$ cat config.mk
export PLATFORM = sky130hd
export DESIGN_NAME = seq_divider
export DESIGN_NICKNAME = d
export VERILOG_FILES = /design/src/rtl/seq_divider.sv
export SDC_FILE = /design/constraint.sdc
export NUM_CORES = 1
export LEC_CHECK = 0
export CORE_MARGIN = 2
export CORE_UTILIZATION = 30
export CTS_CLUSTER_DIAMETER = 150
export DETAILED_ROUTE_END_ITERATION = 16
export GPL_TIMING_DRIVEN = 0
export PLACE_DENSITY = 0.53
export RECOVER_POWER = 50
export SLEW_MARGIN = 20
export SYNTH_ARGS = -nofsm -noshare
export SYNTH_HDL_FRONTEND = slang
export SYNTH_SLANG_ARGS = --single-unit
$ cat constraint.sdc
create_clock -name clk -period 6.3 [get_ports clk]
set_input_delay 1.575 -clock clk [delete_from_list [all_inputs] [get_ports clk]]
set_output_delay 1.575 -clock clk [all_outputs]
set_load 0.02 [all_outputs]
$ cat src/rtl/seq_divider.sv
// seq_divider: iterative restoring divider for DIV/DIVU.
// One quotient bit per clock; HI = remainder, LO = quotient.
// The start/busy/done handshake lets control stall the pipeline while a divide runs.
module seq_divider #(
  parameter int WIDTH = 32,
  parameter int CNT_W = 6
) (
  input  logic             clk,
  input  logic             rst_n,
  input  logic             start,
  input  logic             signed_op,
  input  logic [WIDTH-1:0] dividend,
  input  logic [WIDTH-1:0] divisor,
  output logic             busy,
  output logic             done,
  output logic [WIDTH-1:0] quotient,
  output logic [WIDTH-1:0] remainder,
  output logic             div_by_zero
);

  typedef enum logic [1:0] {IDLE, CALC, FIN} state_e;

  state_e           state_q, state_d;
  logic [CNT_W-1:0] cnt_q, cnt_d;
  logic [WIDTH-1:0] rem_q, rem_d;     // partial remainder
  logic [WIDTH-1:0] quo_q, quo_d;     // dividend shifting out, quotient shifting in
  logic [WIDTH-1:0] dvs_q, dvs_d;     // divisor magnitude
  logic             negq_q, negq_d;   // negate quotient at the end
  logic             negr_q, negr_d;   // negate remainder at the end
  logic [WIDTH-1:0] qout_q, qout_d;
  logic [WIDTH-1:0] rout_q, rout_d;
  logic             dbz_q, dbz_d;

  // Operand magnitudes; MIN maps to 2^(WIDTH-1) as an unsigned value, which is exact.
  logic             a_neg, b_neg;
  logic [WIDTH-1:0] a_mag, b_mag;
  always_comb begin
    a_neg = signed_op & dividend[WIDTH-1];
    b_neg = signed_op & divisor[WIDTH-1];
    a_mag = a_neg ? (~dividend + 1'b1) : dividend;
    b_mag = b_neg ? (~divisor + 1'b1) : divisor;
  end

  // One restoring step. Since rem < divisor, the shifted value is below 2*divisor,
  // so a WIDTH+1-bit trial is enough and its MSB is the borrow.
  logic [WIDTH:0]   shifted, trial;
  logic [WIDTH-1:0] rem_nx, quo_nx, q_fin, r_fin;
  always_comb begin
    shifted = {rem_q, quo_q[WIDTH-1]};
    trial   = shifted - {1'b0, dvs_q};
    if (!trial[WIDTH]) begin
      rem_nx = trial[WIDTH-1:0];
      quo_nx = {quo_q[WIDTH-2:0], 1'b1};
    end else begin
      rem_nx = shifted[WIDTH-1:0];
      quo_nx = {quo_q[WIDTH-2:0], 1'b0};
    end
    q_fin = negq_q ? (~quo_nx + 1'b1) : quo_nx;
    r_fin = negr_q ? (~rem_nx + 1'b1) : rem_nx;
  end

  // Next-state and datapath control; results are written on the edge into FIN
  // so they are already valid in the done cycle.
  always_comb begin
    state_d = state_q;
    cnt_d   = cnt_q;
    rem_d   = rem_q;
    quo_d   = quo_q;
    dvs_d   = dvs_q;
    negq_d  = negq_q;
    negr_d  = negr_q;
    qout_d  = qout_q;
    rout_d  = rout_q;
    dbz_d   = dbz_q;
    unique case (state_q)
      IDLE: begin
        if (start) begin
          negq_d = a_neg ^ b_neg;
          negr_d = a_neg;
          dvs_d  = b_mag;
          quo_d  = a_mag;
          rem_d  = '0;
          if (divisor == '0) begin
            // Divide by zero skips the iterations entirely.
            qout_d  = '1;
            rout_d  = dividend;
            dbz_d   = 1'b1;
            state_d = FIN;
          end else begin
            cnt_d   = CNT_W'(WIDTH);
            state_d = CALC;
          end
        end
      end
      CALC: begin
        rem_d = rem_nx;
        quo_d = quo_nx;
        cnt_d = cnt_q - CNT_W'(1);
        if (cnt_q == CNT_W'(1)) begin
          qout_d  = q_fin;
          rout_d  = r_fin;
          dbz_d   = 1'b0;
          state_d = FIN;
        end
      end
      FIN:     state_d = IDLE;
      default: state_d = IDLE;
    endcase
  end

  // State and datapath registers; reset aborts any divide in flight.
  always_ff @(posedge clk or negedge rst_n) begin
    if (!rst_n) begin
      state_q <= IDLE;
      cnt_q   <= '0;
      rem_q   <= '0;
      quo_q   <= '0;
      dvs_q   <= '0;
      negq_q  <= 1'b0;
      negr_q  <= 1'b0;
      qout_q  <= '0;
      rout_q  <= '0;
      dbz_q   <= 1'b0;
    end else begin
      state_q <= state_d;
      cnt_q   <= cnt_d;
      rem_q   <= rem_d;
      quo_q   <= quo_d;
      dvs_q   <= dvs_d;
      negq_q  <= negq_d;
      negr_q  <= negr_d;
      qout_q  <= qout_d;
      rout_q  <= rout_d;
      dbz_q   <= dbz_d;
    end
  end

  // Handshake decoded straight from the state register.
  always_comb begin
    busy        = (state_q != IDLE);
    done        = (state_q == FIN);
    quotient    = qout_q;
    remainder   = rout_q;
    div_by_zero = dbz_q;
  end

endmodule
# Word-level counts from Yosys, hierarchy flattened
# Index checks and enable logic that the tools add are counted.
[op_classes]
eq_ne = 7
reduce_logical = 9
n_mux = 29
bitwise = 7
addsub = 6
[op_table]
columns = ["operator", "n"]
rows = [
  ["$mux 32", 13],
  ["$pmux 32 s2", 4],
  ["$add 32x1->32 const B", 4],
  ["$not 32->32", 4],
  ["$sub 33x32->33", 1],
  ["$logic_not 32->1", 1],
  ["$mux 6", 2],
  ["$pmux 6 s2", 1],
  ["$ne 2x2->1 const B", 4],
  ["$eq 6x1->1 const B", 1],
  ["$mux 2", 3],
  ["$reduce_and 2->1", 3],
  ["$sub 6x1->6 const B", 1],
  ["$mux 1", 4],
  ["$pmux 2 s2", 1],
  ["$reduce_and 4->1", 1],
  ["$reduce_bool 2->1", 2],
  ["$reduce_and 3->1", 1],
  ["$and 1x1->1", 2],
  ["$eq 2x1->1 const B", 1],
  ["$eq 2x2->1 const B", 1],
  ["$logic_not 2->1", 1],
  ["$pmux 1 s2", 1],
  ["$xor 1x1->1", 1],
]
[totals]
register_bits = 171
input_bits = 68
out_inout_bits = 67

# Depth between registers and ports, before layout
# Gate-level depths: netlist of run 1.
[depth]
depth_word = 7
depth_mapped = 25

# Worst setup path after synthesis of run 1
# OpenSTA, ideal clock, no wires.
[synth_timing]
kind = "register to register"
startpoint = "register quo_q[31]"
endpoint = "register rout_q[22] (netlist: remainder[22])"
setup_time_ns = 0.127
setup_slack_ns = 1.070
path_buffers = 2
path_stages_with_launch = 23
synth_period_minus_slack_ns = 5.230
arrival_time_ns = 5.103
cell_sequence = "dfrtp_1 inv_1 ha_1 inv_1 fa_1 a211oi_2 o31ai_4 a21boi_2 o41ai_4 a31oi_4 xnor2_4 inv_4 buf_2 buf_1 mux2i_1 ha_1 or3b_2 nor3_1 mux2i_1 or4_1 o41ai_2 xnor2_1 o21ai_1"
[synth_via]
elab_chain_cells = 7
[synth_lines]
columns = ["item", "line_no", "text"]
rows = [
  ["from (decl)", "26", "logic [WIDTH-1:0] quo_q, quo_d;"],
  ["from (signal assigned)", "128", "quo_q <= quo_d;"],
  ["$sub 33x32->33", "50", "trial = shifted - {1'b0, dvs_q};"],
  ["$mux 32 (*)", "51", "if (!trial[WIDTH]) begin"],
  ["$not 32->32", "59", "r_fin = negr_q ? (~rem_nx + 1'b1) : rem_nx;"],
  ["$add 32x1->32", "59", ""],
  ["$mux 32 (*)", "59", ""],
  ["$mux 32 (*)", "99", "if (cnt_q == CNT_W'(1)) begin"],
  ["$pmux 32 s2 (*)", "75", "unique case (state_q)"],
  ["to (signal assigned)", "133", "rout_q <= rout_d;"],
  ["to (decl)", "31", "logic [WIDTH-1:0] rout_q, rout_d;"],
]
# Mark *: on every way between the ends. The rest lies on a longest branch, timed or not. The select of a mux whose other input is x is not followed.
# A chain may end at the register's enable or synchronous reset.

# Final worst setup path of run 1
# Same ends and word-level chain as after synthesis.

==> results of run 1 <==
==> worst max path at each step <==
stage | startpoint | end | slack (ns) | cells past startpoint
after floorplan | quo_q[31] | remainder[22] | 1.07 | 22
after global placement | rst_n | dvs_q[28] | -3.84 | 1
after CTS | quo_q[31] | remainder[22] | 0.08 | 22
after global routing | quo_q[31] | remainder[22] | 0.009 | 22
final | quo_q[31] | remainder[22] | 0.36 | 22
after detailed placement | quo_q[31] | remainder[28] | -0.38 | 23
==> sequential cells by signal, indices dropped and copies added (netlist names) <==
signal and count:
cnt_q 6, quotient 32, negr_q 1, remainder 32
negq_q 1, state_q 2, div_by_zero 1, dvs_q 32
rem_q 32, quo_q 32
==> cell type report <==
class,instances,share of cell area (%)
multi-input combinational,1072,47.78
sequential,171,29.97
timing repair buffer,138,9.683
tap,518,4.539
clock buffer,18,3.006
buffer,65,2.252
inverter,54,1.437
clock inverter,14,1.332
==> cells in the final DEF (no fill, tap or decap), types with 10 or more instances in the layout <==
cell type,count
a31oi_1,14
or4_1,10
o31ai_1,22
or3_1,17
nor2_1,104
xor2_1,66
nor3_1,34
nand2b_1,11
nand3_1,14
clkdlybuf4s50_1,100
a21oi_1,90
clkbuf_16,17
a22oi_1,60
nor4_1,14
mux2i_1,22
o21ai_0,167
dfrtp_1,171
ha_1,38
clkbuf_1,51
o22a_1,13
xnor2_1,89
inv_1,52
dlygate4sd3_1,33
nand2_1,161
==> cell families after synthesis <==
logic type / count (synthesis)
simple gates: 416
flops: 171
buf+inv: 120
compound gates: 434
xor+xnor: 156
fa+ha+maj: 39
mux: 27
==> routing by layer <==
metal / share of wire, % / global-route usage (%)
met5: 0 / 0
met4: 1.8 / 4.974
met3: 3.8 / 2.873
met2: 48 / 33.18
met1: 46 / 25.73
==> critical path: cells and delay by family (launching register included) <==
| family | cells | cell delay (ns) |
|---|---|---|
| AO/OA/AOI/OAI | 8 | 1.79 |
| AND/OR/NAND/NOR | 3 | 1.23 |
| buffers and inverters | 5 | 0.84 |
| adder cells (fa/ha/maj) | 3 | 0.68 |
| flip-flops | 1 | 0.54 |
| XOR/XNOR | 2 | 0.48 |
| multiplexers | 1 | 0.21 |
==> timing repair <==
action / in CTS / in global routing
resized for setup: 3 / 3
setup buffers: 0 / 2
setup endpoints to repair: 11 / 8
pin swaps: 1 / 1
==> per-stage QoR <==
step	std cells	setup slack [ns]	util [%]	hold slack [ns]
CTS	2049	0.08156	37.16	0.4872
detailed placement	2017	-0.3845	35.52	0.4711
floorplan	1363	1.070	-	0.4498
global route	2050	0.009411	37.12	0.5034
global placement	2015	-3.840	35.37	0.4642
finish	2050	0.3621	37.12	0.4823
==> summary.txt, run 1 <==
Status - finished, violations left
Failing checks - max-capacitance violations, max-slew violations
Max Cap Violations - 2
Crit path time final - 5.938 ns
Top post-synthesis cells by area - dfrtp_1 37%, o21ai_0 7.2%, xnor2_1 6.7%
Post-route DRC - 0
Dominant cell by count in the synthesized netlist - dfrtp_1
Register area share after synthesis - 36.84%
Mux share of post-synthesis cell area - 2.391%
IO Port Bufs - 134
Clk sink count - 171
Mapped Avg Cell Area - 8.522 sq um
Io pins - 135
Area of the die - 40310 sq um
CP max stage delay - 0.61 ns
Post-Synth XOR/XNOR Area - 11.93%
Fin crit share - 94.25%
Placed Instance Area - 13660 sq um
GPL Wtd Cong - 0.8753
Worst Hold Path Cells - 2
Hold WC Path Type - reg -> reg
Placed wire-length estimate - 31.18 mm
Vias - 10560
Vias in the first global route - 10490
Reg area - 4279 sq um
Max Clk Rate - 0.1684 GHz
Synth Area in Simple Gates - 16.64%
Post-synthesis adder-cell area fraction - 4.266%
Mapped cell area - 11610 sq um
Critical path, cell by cell - inv_1 -> ha_1 -> inv_1 -> fa_1 -> a211oi_2 -> o31ai_4 -> a21boi_2 -> o41ai_4 -> buf_4 -> a31oi_4 -> xnor2_4 -> inv_4 -> buf_1 -> a21oi_2 -> ha_1 -> or3b_2 -> nor3_1 -> mux2i_1 -> or4_1 -> o41ai_2 -> xnor2_1 -> o21ai_1
1st-iter DRT viols - 685
Slew Limit Fails - 104
CP required - 6.62 ns
Crit end category - flop
First-pass GRT wire length - 61.04 mm
Setup_tns - 0 ns
Final WL - 38.76 mm
Endpoints failing setup - 0
Asr flop ratio synth - 100.0%
ANT cells - 0
Routed len/inst - 18.91 microns
Initial antenna violation count - 0
GRT Overall Usage - 19.42%
Worst-path fanout max - 17
Initial Utilization - 30.19%
H-tree Lvls - 4
Slowest-stage cell, CP - or4_1
CTS tree - built
Area occupied by multi-input gates - 6823 sq um
Gate Count Post-Synth - 1363
Final Instance Area - 14280 sq um
Hold endpoint - dvs_q[15]
Largest net degree at the start of global routing - 73
Overflow after GRT - 0
Core area - 38470 sq um
Relative slew margins - -26.74%
Num rows - 72
Critical Path Source Type - flop
Clk pin slew, worst setup/hold paths - 0.08 ns
Pre-antenna DRT Iters - 5
Synth warnings - 0
EDFF count, synth - 0
Clk buf depth - 2
Final Skew - 0.01385 ns
Worst-margin pin slew - 1.901 ns
Largest family of logic cells by synthesized area - compound AO/OA/AOI/OAI gates
Drt via density - 5.150
Reg2reg start - quo_q[31]
P&R area growth vs syn - 22.93%
DIE WIDTH - 200.8 microns
Fraction of layout cells with a size suffix above 1 - 5.222%
Fin nets - 1626
Hold Vio Cnt, Final - 0
Crit path DAT - 6.26 ns
Yosys top cell by area - dfrtp_1
Hold_sp - dvs_q[15]
Die Height - 200.8 microns
R2r setup slk - 0.36 ns
Synth cell count leaders - 171 x dfrtp_1, 167 x o21ai_0, 161 x nand2_1
Synth top area share - 36.84%
Yosys cell types - 79
RSZ-0062 raised after global routing - false
R2R depth - 22
Filler cells - 3968
Dominant synthesized flop cell - dfrtp_1
DRT antenna net count - 0
Worst R2R End - remainder[22]
Number of synthesized register bits - 171
CTS Buf Count - 17
Root Buffer - clkbuf_16
Synth Area in Compound Gates - 23.40%
Skew-Pair Late Insertion Delay - 0.44 ns
Hold buffers post-CTS - 0
Net Count, Synth - 1470
Setup Crit Path Kind - reg -> reg
Power of run 1 is left out: the tool's default activity adds up to more than one toggle a clock period on the data nets, which glitch-free logic cannot reach.
==> inputs of run 2 (changes only) <==
--- a/config.mk
+++ b/config.mk
@@ -7,10 +7,11 @@
 export LEC_CHECK = 0
 export CORE_MARGIN = 2
 export CORE_UTILIZATION = 30
-export CTS_CLUSTER_DIAMETER = 150
+export CTS_CLUSTER_DIAMETER = 80
 export DETAILED_ROUTE_END_ITERATION = 16
+export DONT_BUFFER_PORTS = 1
 export GPL_TIMING_DRIVEN = 0
-export PLACE_DENSITY = 0.53
+export PLACE_DENSITY = 0.49
 export RECOVER_POWER = 50
 export SLEW_MARGIN = 20
 export SYNTH_ARGS = -nofsm -noshare
==> run 2 against run 1 <==
Net effect: the run now ends clean; highest routed layer unchanged; non-clock buffer count shrank 137; first-iteration DRC count down 10%; final cell count shrank 6.7%; clock skew is essentially flat; cell area down 9.6%; sequential share of layout area rose by 3.2 points; critical endpoint unchanged; die area unchanged; routed wire length barely moved; sequential cell count unchanged; via count decreased by 4.9%; critical path depth unchanged.
==> summary.txt, run 2 (synthesis gave the netlist of run 1 again) <==
Status - completed
1st-iter DRT viols - 614
Critical Path Source Type - flop
Setup Crit Path Kind - reg -> reg
First-pass GRT wire length - 59.80 mm
Hold endpoint - dvs_q[9]
Reg2reg start - quo_q[31]
Most frequent cells in the layout - 171 x dfrtp_1, 167 x o21ai_0, 161 x nand2_1
H-tree Lvls - 4
R2R depth - 22
Final Util - 33.55%
Crit path max-delay family - compound AO/OA/AOI/OAI gates
Crit path time final - 5.884 ns
DIE WIDTH - 200.8 microns
Root Buffer - clkbuf_16
Slew Limit Fails - 0
Endpoints failing setup - 0
CP max stage delay - 0.62 ns
R2r setup slk - 0.42 ns
Area of the die - 40310 sq um
Pre-antenna DRT Iters - 5
Overflow after GRT - 0
ANT cells - 0
Fin nets - 1489
Worst R2R End - remainder[22]
Relative slew margins - 25.61%
Placed wire-length estimate - 30.66 mm
Vias in the first global route - 9787
CTS tree - built
CP required - 6.63 ns
Hold_sp - dvs_q[9]
Fin crit share - 93.40%
Initial antenna violation count - 2
Worst-path fanout max - 17
Hold buffers post-CTS - 0
Crit end category - flop
Num rows - 72
Largest net degree at the start of global routing - 172
Placed Instance Area - 12260 sq um
Crit path buffers/inverters - 5
Post-route DRC - 0
Routed len/inst - 20.26 microns
DRT antenna net count - 0
Worst Hold Path Cells - 2
Slowest-stage cell, CP - or4_1
Max Clk Rate - 0.1699 GHz
GPL Wtd Cong - 0.8552
Core area - 38470 sq um
Skew-Pair Late Insertion Delay - 0.45 ns
Crit path DAT - 6.21 ns
Max Cap Violations - 0
RSZ-0062 raised after global routing - false
Die Height - 200.8 microns
P&R area growth vs syn - 11.11%
Fraction of layout cells with a size suffix above 1 - 5.667%
Io pins - 135
Fin Hold WS - 0.4803 ns
Final WL - 38.73 mm
CTS Buf Count - 17
GRT Overall Usage - 19.35%
Vias - 10040
Clk sink count - 171
Worst-margin pin slew - 1.113 ns
Initial Utilization - 30.19%
Drt via density - 5.253
Final Instance Area - 12900 sq um
Hold WC Path Type - reg -> reg
Commonest non-fill, non-tap cell in the layout - dfrtp_1
Hold Vio Cnt, Final - 0
Critical path, cell by cell - inv_1 -> ha_1 -> inv_1 -> fa_1 -> a211oi_2 -> o31ai_4 -> a21boi_2 -> o41ai_4 -> buf_4 -> a31oi_4 -> xnor2_4 -> inv_4 -> clkbuf_4 -> mux2i_2 -> ha_1 -> or3b_2 -> nor3_1 -> mux2i_1 -> or4_1 -> o41ai_2 -> xnor2_1 -> o21ai_1
Final Skew - 0.01390 ns
IO Port Bufs - 0
Clk buf depth - 2
Clk pin slew, worst setup/hold paths - 0.07 ns
## run 2: worst max path at each step
stage                    from            end  slack, ns  cells past startpoint
detailed placement  quo_q[31]  remainder[28]      -0.33                     24
finish              quo_q[31]  remainder[22]       0.42                     22
global route        quo_q[31]  remainder[22]      0.007                     22
floorplan           quo_q[31]  remainder[22]       1.07                     22
CTS                 quo_q[31]  remainder[22]       0.11                     22
global placement    quo_q[31]  remainder[28]      -0.32                     24
## run 2: metal layers
layer / vias to the layer above / global-route usage, % / share of wire, %
li1: 4913 / - / -
met3: 21 / 3.328 / 5.2
met1: 4854 / 26.05 / 46
met4: 0 / 3.915 / 1.1
met5: - / 0 / 0
met2: 255 / 32.68 / 48
## run 2: repair_timing
item | 4_1_cts | 5_1_grt
endpoints found under the setup margin | 11 | 8
gates resized for setup | 4 | 3
pin swaps | 1 | 1
buffers inserted | 0 | 1
## run 2: cell type report
class                      instances  area (sq um)
clock inverter                    12         160.2
multi-input combinational       1072          6829
sequential                       171          4279
buffer                            65         322.8
timing repair buffer               1         7.507
tap                              518         648.1
clock buffer                      19         452.9
inverter                          54         205.2
fill                            4119         25560
## run 2: per-stage QoR
step	setup slack [ns]	setup TNS [ns]	std cells
3_5_place_dp	-0.3345	-2.003	1881
3_3_place_gp	-0.3204	-1.824	1881
5_1_grt	0.007311	0	1912
4_1_cts	0.1146	0	1912
2_1_floorplan	1.070	0	1363
6_report	0.4157	0	1912
## run 2: worst min-delay path, delay by kind of cell (launching register included)
| kind | cells | cell delay [ns] |
|---|---|---|
| flops | 1 | 0.34 |
| compound gates | 1 | 0.06 |
| simple gates | 1 | 0.04 |
Power of run 2 is left out for the same reason.
